## src/rtl/seg14_scroll_mux.sv

```systemverilog
// Time-multiplexed 14-segment bank driver: scans NUM_DIGITS selects from a
// host-writable message buffer, with optional wrap-around scrolling.
module seg14_scroll_mux #(
  parameter int NUM_DIGITS    = 12,
  parameter int MSG_DEPTH     = 32,
  parameter int REFRESH_DIV   = 1,
  parameter int SCROLL_FRAMES = 64
) (
  input  logic                         clk,
  input  logic                         rst_n,
  input  logic                         wr_en,
  input  logic [$clog2(MSG_DEPTH)-1:0] wr_addr,
  input  logic [13:0]                  wr_data,
  input  logic [$clog2(MSG_DEPTH):0]   msg_len,
  input  logic                         scroll_en,
  input  logic                         blank,
  output logic [NUM_DIGITS-1:0]        sel,
  output logic [13:0]                  segm,
  output logic                         frame_tick
);

  localparam int AW = $clog2(MSG_DEPTH);
  localparam int DW = (NUM_DIGITS > 1) ? $clog2(NUM_DIGITS) : 1;
  localparam int PW = (REFRESH_DIV > 1) ? $clog2(REFRESH_DIV) : 1;
  localparam int FW = (SCROLL_FRAMES > 1) ? $clog2(SCROLL_FRAMES) : 1;

  localparam logic [AW:0]   DEPTH_L = MSG_DEPTH[AW:0];
  localparam logic [PW-1:0] PRE_MAX = PW'(REFRESH_DIV - 1);
  localparam logic [DW-1:0] D_MAX   = DW'(NUM_DIGITS - 1);
  localparam logic [FW-1:0] FC_MAX  = FW'(SCROLL_FRAMES - 1);

  logic [13:0]           mem [MSG_DEPTH];
  logic [PW-1:0]         pre;
  logic [DW-1:0]         d;
  logic [AW-1:0]         rp;
  logic [AW-1:0]         offset;
  logic [FW-1:0]         fc;

  logic [AW:0]           len;
  logic                  slot_end;
  logic                  frame_end;
  logic                  wr_ok;
  logic [AW:0]           rp_p1;
  logic [AW-1:0]         rp_step;
  logic [AW:0]           off_p1;
  logic [AW-1:0]         offset_nxt;
  logic [FW-1:0]         fc_nxt;
  logic [13:0]           pattern;
  logic [NUM_DIGITS-1:0] onehot;

  assign len       = (msg_len > DEPTH_L) ? DEPTH_L : msg_len;
  assign slot_end  = (pre == PRE_MAX);
  assign frame_end = slot_end && (d == D_MAX);
  assign onehot    = NUM_DIGITS'(1) << d;

  // Compare with >= so a pointer stranded past a shrunken length still wraps.
  assign rp_p1   = {1'b0, rp} + (AW+1)'(1);
  assign rp_step = (rp_p1 >= len) ? '0 : rp_p1[AW-1:0];
  assign off_p1  = {1'b0, offset} + (AW+1)'(1);

  generate
    if ((1 << AW) == MSG_DEPTH) begin : g_full_addr
      assign wr_ok = 1'b1;
    end else begin : g_part_addr
      assign wr_ok = (32'(wr_addr) < MSG_DEPTH);
    end
  endgenerate

  // Scroll position for the next frame; only committed on frame_end.
  always_comb begin
    offset_nxt = offset;
    fc_nxt     = fc;
    if (!scroll_en || (len == '0)) begin
      offset_nxt = '0;
      fc_nxt     = '0;
    end else begin
      fc_nxt = (fc == FC_MAX) ? '0 : fc + FW'(1);
      if ({1'b0, offset} >= len) begin
        offset_nxt = '0;
      end else if (fc == FC_MAX) begin
        offset_nxt = (off_p1 >= len) ? '0 : off_p1[AW-1:0];
      end
    end
  end

  always_comb begin
    pattern = '0;
    if (len != '0) begin
      if (scroll_en) begin
        pattern = mem[rp];
      end else if (32'(d) < 32'(len)) begin
        pattern = mem[rp];
      end
    end
  end

  always_ff @(posedge clk or negedge rst_n) begin
    if (!rst_n) begin
      for (int i = 0; i < MSG_DEPTH; i++) begin
        mem[i] <= '0;
      end
    end else if (wr_en && wr_ok) begin
      mem[wr_addr] <= wr_data;
    end
  end

  always_ff @(posedge clk or negedge rst_n) begin
    if (!rst_n) begin
      pre        <= '0;
      d          <= '0;
      rp         <= '0;
      offset     <= '0;
      fc         <= '0;
      sel        <= '0;
      segm       <= '0;
      frame_tick <= 1'b0;
    end else begin
      pre        <= slot_end ? '0 : pre + PW'(1);
      frame_tick <= frame_end;
      sel        <= blank ? '0 : onehot;
      segm       <= blank ? '0 : pattern;
      if (frame_end) begin
        d      <= '0;
        rp     <= offset_nxt;
        offset <= offset_nxt;
        fc     <= fc_nxt;
      end else if (slot_end) begin
        d  <= d + DW'(1);
        rp <= rp_step;
      end
    end
  end

endmodule

```

## config.mk

```make
export PLATFORM = sky130hd
export DESIGN_NAME = seg14_scroll_mux
export DESIGN_NICKNAME = d
export VERILOG_FILES = /design/src/rtl/seg14_scroll_mux.sv
export SDC_FILE = /design/constraint.sdc
export NUM_CORES = 1
export LEC_CHECK = 0
export ABC_AREA = 1
export BUFFER_PORTS_ARGS = -buffer_cell sky130_fd_sc_hd__buf_4
export CORE_ASPECT_RATIO = 0.7
export CORE_MARGIN = 3
export CORE_UTILIZATION = 25
export CTS_BUF_LIST = sky130_fd_sc_hd__clkbuf_16
export DETAILED_ROUTE_END_ITERATION = 7
export GPL_ROUTABILITY_DRIVEN = 0
export PLACE_DENSITY = 0.43
export SLEW_MARGIN = 30
export SYNTH_ARGS = -nofsm -noshare
export SYNTH_HDL_FRONTEND = slang
export SYNTH_SLANG_ARGS = --single-unit
```

## constraint.sdc

```tcl
create_clock -name clk -period 3.5 [get_ports clk]
set_input_delay 0.175 -clock clk [delete_from_list [all_inputs] [get_ports clk]]
set_output_delay 0.175 -clock clk [all_outputs]
set_load 0.005 [all_outputs]
```

==> results.ini <==
[yosys]
synth_simple_gate_area_frac=0.2853
synth_edf_count=0
synthesis.yosys.warnings=0
synth.largest_area_cell=sky130_fd_sc_hd__dfrtp_1
synth_top_family_by_area=simple AND/OR/NAND/NOR gates
mappedNetlistArea_sq_mm=0.02272
yosysSeqAreaShare=0.5452
mappedNetlistNets=2868
synth.top_cells.by_area=sky130_fd_sc_hd__dfrtp_1 (55%), sky130_fd_sc_hd__nand2_1 (16%), sky130_fd_sc_hd__nand3_1 (9.5%)
netlist-cell-type-count=32
synth_fa_ha_area_frac=0.01597
synth_mux_area_frac=0
yosys.area_share.xor_xnor=0.002699
yosys_most_used_dff=sky130_fd_sc_hd__dfrtp_1
synth_compound_gate_area_share=0.1061
netlist.area_leader.share=0.5452
netlist_instances=2809
async_reset_ff_frac=1.000
syn_area_per_cell_sq_um=8.088
ys_seq_elements=495

[hold_path]
min_from=scroll_en
worstHoldPathType=primary input to flop

[critical_path]
crit_path_start=rp[3]$_DFF_PN0_
timing.critical_path.max_delay_family=flip-flops
path_max_fanout=15
path_cells=nand4_1 -> nand2_1 -> inv_1 -> ha_1 -> a21oi_1 -> o21ai_0 -> a211oi_1 -> nand3_1 -> nand2_1
worstPathBufferInverterCount=1
crit_path_max_incr_delay_ns=0.82
timing.critical_path.required_ns=4.05
crit_type=flop to flop
r2r_start=rp[3]$_DFF_PN0_
startpoint_type_of_the_worst_setup_path=flop
worstSetupEndpointType=flop
timing.critical_path.slowest_stage_cell=sky130_fd_sc_hd__dfrtp_1
critPathArrivalTime_ns=3.10
crit_top_cell=sky130_fd_sc_hd__nand2_1

[clock_tree]
cts_post_setup_buffers_inserted=0
clock_latency_ns=0.61
clk_transition_reported_paths_ns=0.07
clock_sink_count=495
clock_tree_from_tritoncts=built
clk_root_buffer_cell=sky130_fd_sc_hd__clkbuf_16
htreeDepth=2
clk_path_buf_depth=3
cts_made_buffers=50
post_cts_resize_count=0

[layout]
fillCellCount=9601
layout.nets=2835
area_growth_syn_to_layout_pct=14.41
final_cell_mix=sky130_fd_sc_hd__nand2_1 (953), sky130_fd_sc_hd__dfrtp_1 (492), sky130_fd_sc_hd__nand3_1 (429), sky130_fd_sc_hd__o21ai_0 (362), sky130_fd_sc_hd__nor2_1 (119)
layout.area.seq_sq_mm=0.01240
drive_gt1_frac=0.08171
most_common_library_cell_in_the_layout_ignoring_fill_and_taps=sky130_fd_sc_hd__nand2_1
area_taken_by_multi_input_logic_gates_sq_mm=0.009325

[floorplanning]
area_of_the_core_region_sq_mm=0.08904
design.die.area_sq_mm=0.09459
placementRows=91
die_h_microns=258.2
horizontal_extent_of_the_die_microns=366.3
floorplan.io_pins=57
start_util=0.2552

[pwr]
power_frac_clock=0.339
p_sw_frac=0.3080
internal-power_uw=10400
power_density_mw_per_mm2=578.3
finalPower_uw=15030
comb_power_share=0.175
leakage_uw=0.01188
switching_power_uw=4630
vdd_drop_max_v=0.0002981
seq_power_share=0.486

[sta]
final_period_minus_worst_setup_slack_ns=2.554
timing.fmax_ghz=0.3916
rsz_0062_raised_after_global_routing=false
worstMarginPinSlew_ns=0.9616
fin_setup_tns_ns=0
setup_violations=0
finalHoldViolations=0
final.setup_skew_ns=0.01897
max_slew_violation_count=0
post-route-period-util=0.7296
finalHoldWorstSlack_ns=0.1164
worst_slew_margin_rel=0.3580

[placed_design]
io_buffer_count=56
place_hpwl_mm=46.41

[routing]
route.vias.total=19247
dr.pass1.iters=5
post-route-drc-count=0
initial_drt_markers=1715
finalWirelength_mm=77.95
vias_per_cell=4.782
route.antenna.remaining_nets=0
routed_wire_length_per_instance_microns=19.37

[grt]
grt.total_usage=0.1645
grt_max_degree=141
first_global_vias=18602
grt_pass1_wl_mm=120.4
globalRouteOverflowTotal=0
grt_antenna_before_repair=2

[outcome]
result_of_the_run=complete, no violations

[run]
number_of_maximum_capacitance_violations=0

==> kinds of logic after synthesis <==
kind of cell / after synthesis
simple gates: 1539
flops: 495
compound gates: 477
buf+inv: 262
fa+ha+maj: 29
xor+xnor: 7
==> metrics by stage <==
step                        util  cells  instance area, sq um  setup slack [ns]
after floorplan                -   2809                 22720             1.092
after global placement    0.2749   3931                 24470            0.8337
after detailed placement  0.2749   3931                 24480            0.9641
after CTS                 0.2919   4024                 25990            0.9293
after global routing      0.2919   4025                 25990            0.6775
final                     0.2919   4025                 25990            0.9463
==> layer usage <==
layer | up-vias | share of wire | global-route usage | wire (microns)
met5 | - | 0 | 0 | 0
met4 | 0 | 0.022 | 0.04196 | 1740
met3 | 93 | 0.059 | 0.02835 | 4587
met2 | 545 | 0.42 | 0.2401 | 32820
met1 | 9424 | 0.50 | 0.2495 | 38810
li1 | 9185 | - | - | -
==> synthesized netlist by cell type (2+ instances only) <==
library cell               count
sky130_fd_sc_hd__a21boi_0      2
sky130_fd_sc_hd__nor3b_1       2
sky130_fd_sc_hd__clkinv_1      2
sky130_fd_sc_hd__a22oi_1       2
sky130_fd_sc_hd__nand4_1       3
sky130_fd_sc_hd__xor2_1        6
sky130_fd_sc_hd__dfrtp_1     495
sky130_fd_sc_hd__o21ai_0     362
sky130_fd_sc_hd__a211oi_1      2
sky130_fd_sc_hd__nand3_1     429
sky130_fd_sc_hd__buf_1        14
sky130_fd_sc_hd__ha_1         29
sky130_fd_sc_hd__nand2_2       8
sky130_fd_sc_hd__nor2_4        4
sky130_fd_sc_hd__inv_2         8
sky130_fd_sc_hd__nor3_2       10
sky130_fd_sc_hd__a21oi_1      80
sky130_fd_sc_hd__clkbuf_1    163
sky130_fd_sc_hd__nand2_1     957
sky130_fd_sc_hd__nor3_1        3
sky130_fd_sc_hd__inv_1        48
sky130_fd_sc_hd__nor2_1      119
sky130_fd_sc_hd__buf_2        27
sky130_fd_sc_hd__o21ai_1      26
==> final timing paths <==
| kind | cells after the start | slack, ns | endpoint |
|---|---|---|---|
| worst max-delay path | 9 | 0.95 | rp[3]$_DFF_PN0_ |
| worst min-delay path | 6 | 0.12 | segm[4]$_DFF_PN0_ |
| worst max register to register | 9 | 0.95 | rp[3]$_DFF_PN0_ |
| worst min register to register | 2 | 0.48 | mem[317]$_DFFE_PN0P_ |
| max in group asynchronous | 3 | 2.25 | mem[408]$_DFFE_PN0P_ |
| min in group asynchronous | 2 | 0.15 | mem[146]$_DFFE_PN0P_ |
==> final cells by class <==
class,count,area share
flip-flops and latches,495,0.4769
multi-input cells,2052,0.3587
well taps,1209,0.05819
clock buffers,51,0.04910
repair buffers,119,0.04014
inverters,58,0.008664
clock inverters,40,0.008183
diodes,1,0.00009627
==> power by group through the flow <==
stage | Sequential [uW] | Clock, uW | Combinational, uW
final | 7300 | 5100 | 2630
after detailed placement | 7390 | 0 | 2650
after floorplan | 7250 | 0 | 1740
after global routing | 7430 | 5530 | 3050
after global placement | 7370 | 0 | 2590
after CTS | 7300 | 5280 | 2650
==> tightest hold or removal path, delay by kind of cell <==
| kind | cells | cell delay [ns] |
|---|---|---|
| buffers and inverters | 3 | 0.30 |
| AO/OA/AOI/OAI | 1 | 0.05 |
| AND/OR/NAND/NOR | 2 | 0.15 |
==> flip-flops by register name, summed over array words and instances (netlist names) <==
register    count
sel            12
segm           14
d               4
fc              6
mem           448
rp              5
frame_tick      1
offset          5
==> repair_timing <==
action | CTS | global route
endpoints found under the setup margin | 0 | 0
hold buffers | 2 | 0
hold endpoints to repair | 84 | 0
Power figures use the tool's default switching activity.
